<file path="config.mk">
export PLATFORM = sky130hd
export DESIGN_NAME = mem_port_arbiter
export DESIGN_NICKNAME = d
export VERILOG_FILES = /design/src/rtl/mem_port_arbiter.sv
export SDC_FILE = /design/constraint.sdc
export NUM_CORES = 1
export LEC_CHECK = 0
export CAP_MARGIN = 0
export CORE_MARGIN = 1.5
export CORE_UTILIZATION = 41
export CTS_BUF_LIST = sky130_fd_sc_hd__clkbuf_8 sky130_fd_sc_hd__clkbuf_16
export DETAILED_ROUTE_END_ITERATION = 7
export PLACE_DENSITY = 0.81
export SLEW_MARGIN = 20
export SYNTH_ARGS = -nofsm -noshare
export SYNTH_HDL_FRONTEND = slang
export SYNTH_SLANG_ARGS = --single-unit
</file>
<file path="constraint.sdc">
create_clock -name clk -period 2.3 [get_ports clk]
set_input_delay 0.46 -clock clk [delete_from_list [all_inputs] [get_ports clk]]
set_output_delay 0.46 -clock clk [all_outputs]
set_load 0.1 [all_outputs]
</file>
<file path="src/rtl/mem_port_arbiter.sv">
// mem_port_arbiter
//
// Shares one single-port instruction/data RAM between the IF and MEM pipeline
// stages. A request is granted only while the arbiter is idle; the address,
// write enable and store data are latched at the grant, held on the RAM pins
// for MEM_LATENCY cycles, and the read word is captured on the last busy
// cycle. The granted port then sees a one-cycle ready pulse.
//
// Handshake: a stage raises x_req and keeps it high until it sees x_ready.
// x_ready is a single-cycle pulse that means "your transaction is complete"
// (read data valid on x_rdata for fetches and loads). During the ready cycle
// the same port is not eligible for a new grant, so a request still held
// high in that cycle is not mistaken for a second access.
//
// Parameters
//   MEM_LATENCY   RAM cycles per access (1..7)
//   STARVE_LIMIT  MEM wins over a waiting IF at most this many times (1..3)
//
// Ports
//   clk, rst_n              clock, synchronous active-low reset
//   if_req, if_addr         fetch request and byte address
//   mem_req, mem_we         load/store request, 1 = store
//   mem_addr, mem_wdata     data byte address and store data
//   ram_rdata               RAM read data, valid in the last busy cycle
//   if_ready, if_rdata      fetch done pulse and registered fetched word
//   mem_ready, mem_rdata    load/store done pulse and registered load word
//   ram_en, ram_we          RAM enable / write enable (busy states only)
//   ram_addr, ram_wdata     latched address / store data
//   addr_sel                external address mux select, 0 = IF, 1 = MEM
//   dbg_state               FSM state: 0 = IDLE, 1 = BUSY_IF, 2 = BUSY_MEM

module mem_port_arbiter #(
  parameter int unsigned MEM_LATENCY  = 2,
  parameter int unsigned STARVE_LIMIT = 2
) (
  input  logic        clk,
  input  logic        rst_n,
  input  logic        if_req,
  input  logic [31:0] if_addr,
  input  logic        mem_req,
  input  logic        mem_we,
  input  logic [31:0] mem_addr,
  input  logic [31:0] mem_wdata,
  input  logic [31:0] ram_rdata,
  output logic        if_ready,
  output logic [31:0] if_rdata,
  output logic        mem_ready,
  output logic [31:0] mem_rdata,
  output logic        ram_en,
  output logic        ram_we,
  output logic [31:0] ram_addr,
  output logic [31:0] ram_wdata,
  output logic        addr_sel,
  output logic [1:0]  dbg_state
);

  typedef enum logic [1:0] {
    ST_IDLE     = 2'd0,
    ST_BUSY_IF  = 2'd1,
    ST_BUSY_MEM = 2'd2
  } state_t;

  localparam logic [2:0] LAT_LOAD   = 3'(MEM_LATENCY - 1);
  localparam logic [1:0] STARVE_MAX = 2'(STARVE_LIMIT);

  state_t      state_q, state_d;
  logic [2:0]  lat_q, lat_d;
  logic [1:0]  starve_q, starve_d;
  logic [31:0] addr_q, addr_d;
  logic [31:0] wdata_q, wdata_d;
  logic        we_q, we_d;
  logic        sel_q, sel_d;
  logic        if_ready_q, if_ready_d;
  logic        mem_ready_q, mem_ready_d;
  logic [31:0] if_rdata_q, if_rdata_d;
  logic [31:0] mem_rdata_q, mem_rdata_d;

  logic if_elig;
  logic mem_elig;
  logic force_if;

  // A port in its ready cycle is masked so its still-high request is not
  // granted a second time; the other port may be granted in that cycle.
  assign if_elig  = if_req && !if_ready_q;
  assign mem_elig = mem_req && !mem_ready_q;
  // After STARVE_LIMIT MEM wins against a requesting IF, IF takes priority.
  assign force_if = if_elig && (starve_q == STARVE_MAX);

  always_ff @(posedge clk) begin
    if (!rst_n) begin
      state_q     <= ST_IDLE;
      lat_q       <= '0;
      starve_q    <= '0;
      addr_q      <= '0;
      wdata_q     <= '0;
      we_q        <= 1'b0;
      sel_q       <= 1'b0;
      if_ready_q  <= 1'b0;
      mem_ready_q <= 1'b0;
      if_rdata_q  <= '0;
      mem_rdata_q <= '0;
    end else begin
      state_q     <= state_d;
      lat_q       <= lat_d;
      starve_q    <= starve_d;
      addr_q      <= addr_d;
      wdata_q     <= wdata_d;
      we_q        <= we_d;
      sel_q       <= sel_d;
      if_ready_q  <= if_ready_d;
      mem_ready_q <= mem_ready_d;
      if_rdata_q  <= if_rdata_d;
      mem_rdata_q <= mem_rdata_d;
    end
  end

  always_comb begin
    state_d     = state_q;
    lat_d       = lat_q;
    starve_d    = starve_q;
    addr_d      = addr_q;
    wdata_d     = wdata_q;
    we_d        = we_q;
    sel_d       = sel_q;
    if_ready_d  = 1'b0;
    mem_ready_d = 1'b0;
    if_rdata_d  = if_rdata_q;
    mem_rdata_d = mem_rdata_q;

    unique case (state_q)
      ST_IDLE: begin
        if (mem_elig && !force_if) begin
          state_d = ST_BUSY_MEM;
          addr_d  = mem_addr;
          wdata_d = mem_wdata;
          we_d    = mem_we;
          sel_d   = 1'b1;
          lat_d   = LAT_LOAD;
          // Count MEM wins while a fetch is pending; saturate at the limit.
          if (if_req && (starve_q != STARVE_MAX)) begin
            starve_d = starve_q + 2'd1;
          end
        end else if (if_elig) begin
          state_d  = ST_BUSY_IF;
          addr_d   = if_addr;
          wdata_d  = mem_wdata;
          we_d     = 1'b0;
          sel_d    = 1'b0;
          lat_d    = LAT_LOAD;
          starve_d = 2'd0;
        end
      end

      ST_BUSY_IF: begin
        if (lat_q == 3'd0) begin
          state_d    = ST_IDLE;
          if_rdata_d = ram_rdata;
          if_ready_d = 1'b1;
        end else begin
          lat_d = lat_q - 3'd1;
        end
      end

      ST_BUSY_MEM: begin
        if (lat_q == 3'd0) begin
          state_d     = ST_IDLE;
          mem_ready_d = 1'b1;
          // Stores leave the load register untouched.
          if (!we_q) begin
            mem_rdata_d = ram_rdata;
          end
        end else begin
          lat_d = lat_q - 3'd1;
        end
      end

      default: begin
        state_d = ST_IDLE;
      end
    endcase
  end

  assign ram_en    = (state_q != ST_IDLE);
  assign ram_we    = (state_q != ST_IDLE) && we_q;
  assign ram_addr  = addr_q;
  assign ram_wdata = wdata_q;
  assign addr_sel  = sel_q;
  assign if_ready  = if_ready_q;
  assign mem_ready = mem_ready_q;
  assign if_rdata  = if_rdata_q;
  assign mem_rdata = mem_rdata_q;
  assign dbg_state = state_q;

endmodule
</file>
==> flow_metrics.tcl, run 1 <==
set metrics [dict create \
    routed_via_density 5.11 \
    powerDensity_nw_per_um2 1120 \
    cts_buffer_depth 2 \
    cts_sinks 139 \
    port_buffers 267 \
    end_kind "output pin" \
    num_rows 42 \
    dp_slack_ns 0.137 \
    htreeDepth 4 \
    comb_power_share_pct 43.6 \
    post_cts_buffers 0 \
    dieHeight_um 119 \
    n_antenna_cell 0 \
    hold_viol_final 0 \
    cts_made_buffers 17 \
    r2r_end "lat_q[1]" \
    place_congestion 0.820 \
    grt-busiest-layer "met2" \
    yosysWarningCount 0 \
    fin_worst_skew_ns 0.00606 \
    routedWlPerCell_um 15.9 \
    cts-resized-gates 0 \
    fin_setup_tns_ns 0 \
    die_w_um 119 \
    layout-drive-gt1-share_pct 22.1 \
    drv_slew 0 \
    fin_crit_sh_pct 93.8 \
    status "completed" \
    synth_cells 611 \
    crit_required_ns 1.84 \
    drc_errors 0 \
    grt_pass1_wl_um 26000 \
    crit_arrival_ns 1.70 \
    synthToLayoutAreaGrowth_pct 55.1 \
    internal_power_uw 5130 \
    grt-ovfl-total 0 \
    vias 5373 \
    p_clk_share_pct 25.7 \
    worstSetupStartpoint "dbg_state[0]" \
    drtAntennaViolNets 0 \
    io_pins 268 \
    seqPwrFrac_pct 30.7 \
    min_period_ns 2.16 \
    crit_end "ram_en" \
    clk_pin_slew_worst_paths_ns 0.06 \
    dp_hpwl_um 11500 \
    cts_tree "built" \
    avgSynthCellArea_um2 8.98 \
    core-area_um2 13100 \
    holdCritPathClass "reg -> reg" \
    crit_path_start_kind "flip-flop" \
    dieArea_um2 14100 \
    crit_path_max_fanout 8 \
    synth-edff-count 0 \
    ys_ff_latch 139 \
    crit_type "reg -> out" \
    synth_ff_type "dfxtp_1" \
    cts_hold_buf 0 \
    globalRouteMet1Util_pct 27.5 \
    reg2reg_from "dbg_state[0]" \
    switching_share_pct 46.0 \
    fin_total_pwr_uw 9500 \
    synth_cell_type_count 38 \
    slew_headroom_pct 74.8 \
    drtIter0Drc 405 \
    drt-pass1-iter-count 6 \
    first_global_vias 5159 \
    grt_max_degree 69 \
    wirelength_um 16700 \
    syn_area_um2 5490 \
    maxCapViolations 0 \
    max_freq_mhz 463 \
    async_flop_share_pct 0 \
    clk_latency_ns 0.42 \
    layout_common_cells "206 x nand2_1, 143 x buf_4, 137 x dfxtp_1, 131 x clkdlybuf4s50_1, 87 x a21boi_1" \
    p_sw_uw 4370 \
    gr-usage-met3_pct 6.85 \
    grtUsageMet2_pct 39.0 \
    p_leak_uw 0.00364 \
    fin_ws_ns 0.142 \
    dp.cells 1019 \
    min_from "ram_wdata[19]" \
    track_usage_pct 23.2 \
    final_common_cell "nand2_1" \
    initial_core_util_pct 41.8 \
    hold_ws_ns 0.452 \
    rsz0062_at_grt "false" \
    worst-r2r-cell-count 6 \
    antenna_found_initial 0 \
    setup_violations 0 \
    syn-num-nets 751 \
    worst_pin_slew_ns 0.378 \
    seq_area_frac_synth_pct 50.7 \
    layout.cells.non_filler 1051 \
    cts-root-buf "clkbuf_16" \
    nets 1002 \
    timing.reg2reg.setup_slack_ns 0.43 \
    peakVddDrop_mv 0.586 \
]
[area by class of cell]
type	instances	area [µm²]
Fill cell	1082	4630
Clock inverter	15	104
Inverter	6	26.3
Clock buffer	17	425
Tap cell	176	220
Sequential cell	139	2790
Multi-Input combinational cell	419	2460
Timing Repair Buffer	279	2480
[critical path, stage by stage (launching register included)]
cell	delay, ns
dfxtp_2	0.34
inv_1	0.11
ha_2	0.34
clkinvlp_4	0.26
buf_12	0.23
[metal layers]
| metal | vias to the layer above | routed length, µm |
|---|---|---|
| li1 | 2588 | - |
| met1 | 2544 | 6760 |
| met4 | 0 | 495 |
| met3 | 36 | 1030 |
| met2 | 205 | 8410 |
| met5 | - | 0 |
[registers in the layout (all words and copies together) (netlist names)]
register	flops
addr_sel	1
dbg_state	2
if_rdata	32
if_ready	1
lat_q	3
mem_rdata	32
mem_ready	1
ram_addr	32
ram_wdata	32
starve_q	2
we_q	1
[how the worst min path moves through the flow]
| stage | end | slack, ns | cells after the start |
|---|---|---|---|
| floorplan | starve_q[0] | 0.42 | 1 |
| global placement | starve_q[0] | 0.43 | 1 |
| detailed placement | mem_rdata[18] | 0.45 | 2 |
| CTS | addr_sel | 0.44 | 2 |
| global route | addr_sel | 0.46 | 2 |
| finish | ram_wdata[19] | 0.45 | 2 |
[power by group through the flow]
stage                     combinational (µW)  clock (µW)  sequential, µW
after CTS                               4140        2480            2920
after global routing                    4310        2590            2950
after detailed placement                4130           0            2960
final                                   4140        2440            2920
after global placement                  4070           0            2950
after floorplan                          994           0            5070
[cell usage after synthesis, types with 2 or more instances]
cell / n / area (µm²)
nand2_1: 206 / 773
dfxtp_1: 139 / 2780
a21boi_1: 87 / 653
and3_1: 35 / 219
a221o_1: 32 / 320
clkbuf_1: 26 / 97.6
buf_2: 12 / 60.1
a21boi_0: 10 / 75.1
buf_6: 8 / 90.1
ha_1: 7 / 87.6
inv_1: 6 / 22.5
nand3_1: 5 / 25.0
nand2b_1: 4 / 25.0
nand3b_1: 3 / 22.5
nor2_1: 3 / 11.3
o22ai_1: 3 / 18.8
a21oi_1: 2 / 10.0
and2b_1: 2 / 15.0
o32ai_1: 2 / 17.5
[cell families (layout without fill, tap and decap cells)]
family	Yosys count	after routing	share of synthesized area (%)
AOI/OAI and AO/OA	143	143	21.0
adders and majority gates	7	7	1.60
buffers and inverters	53	317	5.06
DFF	139	139	50.7
muxes	1	1	0.182
and+or+nand+nor	268	268	21.5
[through the flow]
stage | instance area, µm² | utilization [%]
finish | 8510 | 64.7
global route | 8510 | 64.7
CTS | 8510 | 64.7
detailed placement | 7980 | 60.7
global placement | 7980 | 60.7
floorplan | 5510 | -
Power figures use the tool's default switching activity.
==> inputs of run 2 (changes only) <==
CORE_UTILIZATION = 25   (was 41)
GPL_TIMING_DRIVEN = 0   (was unset)
PLACE_DENSITY = unset   (was 0.81)
SLEW_MARGIN = unset   (was 20)
==> run 2 against run 1 <==
Effect of this change:
- clock power rose by 12%
- maximum frequency down 3.0%
- final cell count grew 13%
- sequential share of layout area is 1.6 points lower
- combinational power decreased by 2%
- worst hold slack got worse by 0.0047 ns
- first-iteration DRC count down 50%
- largest cell class unchanged
- critical path depth fell by 3
- sequential power is 1% lower
- die area is 62% higher
- core utilization down 24 points
- total power increased by 2.1%
==> flow_metrics.tcl, run 2 (synthesis gave the netlist of run 1 again) <==
set metrics [dict create \
    cts-root-buf "clkbuf_16" \
    highest_layer "met4" \
    htreeDepth 4 \
    drt-met1-wl_um 8270 \
    die_w_um 151 \
    port_buffers 266 \
    cp_slowest_stage_delay_ns 0.92 \
    worstSetupStartpoint "if_ready" \
    worst-r2r-cell-count 8 \
    grt_pass1_wl_um 27700 \
    worst_pin_slew_ns 1.04 \
    powerDensity_nw_per_um2 1090 \
    setup_violations 0 \
    layout-drive-gt1-share_pct 7.49 \
    comb_power_share_pct 42.0 \
    layout_common_cells "206 x nand2_1, 137 x dfxtp_1, 133 x dlygate4sd2_1, 131 x clkdlybuf4s50_1, 87 x a21boi_1" \
    cts_hold_buf 0 \
    dieHeight_um 151 \
    cp.buffers_inverters 1 \
    core-area_um2 21700 \
    switching_share_pct 45.0 \
    wirelength_um 18300 \
    routed-wl-met2_um 8740 \
    end_kind "output pin" \
    slew_headroom_pct 31.0 \
    min_from "ram_wdata[17]" \
    cp.depth 1 \
    rsz0062_at_grt "false" \
    synthToLayoutAreaGrowth_pct 62.9 \
    drtAntennaViolNets 0 \
    place_congestion 0.771 \
    fillers 2201 \
    critPathTopFamily "buffers and inverters" \
    antenna_found_initial 0 \
    crit_type "reg -> out" \
    grt_max_degree 17 \
    fin_worst_skew_ns 0.00909 \
    route.met3.wl_um 955 \
    dp_hpwl_um 13600 \
    cts_sinks 139 \
    seqPwrFrac_pct 29.7 \
    crit_required_ns 1.84 \
    status "completed" \
    first_global_vias 5020 \
    initial_core_util_pct 25.3 \
    crit_path_start_kind "flip-flop" \
    track_usage_pct 15.9 \
    post_cts_buffers 0 \
    final_common_cell "nand2_1" \
    holdCritPathClass "reg -> reg" \
    reg2reg_from "lat_q[0]" \
    cts_tree "built" \
    vias 5224 \
    p_sw_uw 4360 \
    drtIter0Drc 201 \
    holdPathStages 2 \
    hold_viol_final 0 \
    maxCapViolations 0 \
    p_clk_share_pct 28.3 \
    max_freq_mhz 449 \
    clk_pin_slew_worst_paths_ns 0.06 \
    routedWlPerCell_um 15.4 \
    peakVddDrop_mv 0.476 \
    hold_end "ram_wdata[17]" \
    grt-ovfl-total 0 \
    dieArea_um2 22800 \
    routed_via_density 4.40 \
    r2r_end "if_rdata[23]" \
    crit_path_cell_trace "dlygate4sd2_1" \
    n_antenna_cell 0 \
    drv_slew 0 \
    internal_power_uw 5330 \
    crit_path_max_fanout 6 \
    fin_util_pct 41.2 \
    io_pins 268 \
    num_rows 54 \
    drt-pass1-iter-count 4 \
    crit_arrival_ns 1.77 \
    p_leak_uw 0.00405 \
    cts_made_buffers 17 \
    fin_crit_sh_pct 96.7 \
    timing.reg2reg.setup_slack_ns 0.42 \
    nets 1036 \
    min_period_ns 2.23 \
    cts_buffer_depth 2 \
    slowest_stage "dlygate4sd2_1" \
    fin_total_pwr_uw 9700 \
    clk_latency_ns 0.41 \
    drc_errors 0 \
]
run 2: cell count changes in the layout (fill, tap and decap cells not counted), sizes merged:
cell / delta
bufinv: +2
dlygate4sd2: +133
inv: -1
clkbuf: +29
clkinvlp: -1
clkinv: -4
buf: -125
run 2: how the worst max path moves through the flow:
stage / to / slack, ns
2_1_floorplan: ram_we / -0.07
3_3_place_gp: ram_en / -0.22
3_5_place_dp: ram_en / -0.22
4_1_cts: ram_en / -0.1
5_1_grt: ram_en / 0.002
6_report: if_ready / 0.07
run 2: per-layer routing:
metal	vias up	global-route usage [%]
met4	0	5.78
met3	20	4.07
met1	2423	20.0
met2	128	26.2
li1	2653	-
met5	-	0
run 2: layout make-up:
type / count / area [µm²] / share of cell area [%]
plain buffers: 47 / 258 / 2.88
clock buffers: 20 / 467 / 5.22
clock inverters: 11 / 120 / 1.34
inverters: 6 / 26.3 / 0.294
multi-input cells: 419 / 2440 / 27.3
flip-flops and latches: 139 / 2790 / 31.2
well taps: 280 / 350 / 3.92
repair buffers: 266 / 2490 / 27.8
run 2: power by group through the flow:
stage | sequential (µW) | clock (µW) | combinational, µW
floorplan | 5070 | 0 | 994
global placement | 2940 | 0 | 4300
detailed placement | 2940 | 0 | 4310
CTS | 2890 | 2830 | 4110
global route | 2930 | 2930 | 4280
finish | 2880 | 2740 | 4070
run 2: repair_timing:
item,in CTS,in global routing
endpoints found under the hold margin,0,0
setup endpoints to repair,135,2
resized for setup,140,3
run 2: through the flow:
stage / TNS, ns / std cells / hold slack [ns] / area (µm²) / setup slack, ns
2_1_floorplan: -0.0708 / 611 / 0.424 / 5510 / -0.0708
3_3_place_gp: -0.376 / 1157 / 0.440 / 8520 / -0.217
3_5_place_dp: -0.376 / 1157 / 0.444 / 8520 / -0.217
4_1_cts: -0.0983 / 1188 / 0.450 / 8950 / -0.0983
5_1_grt: 0 / 1188 / 0.464 / 8930 / 0.00159
6_report: 0 / 1188 / 0.447 / 8930 / 0.0749
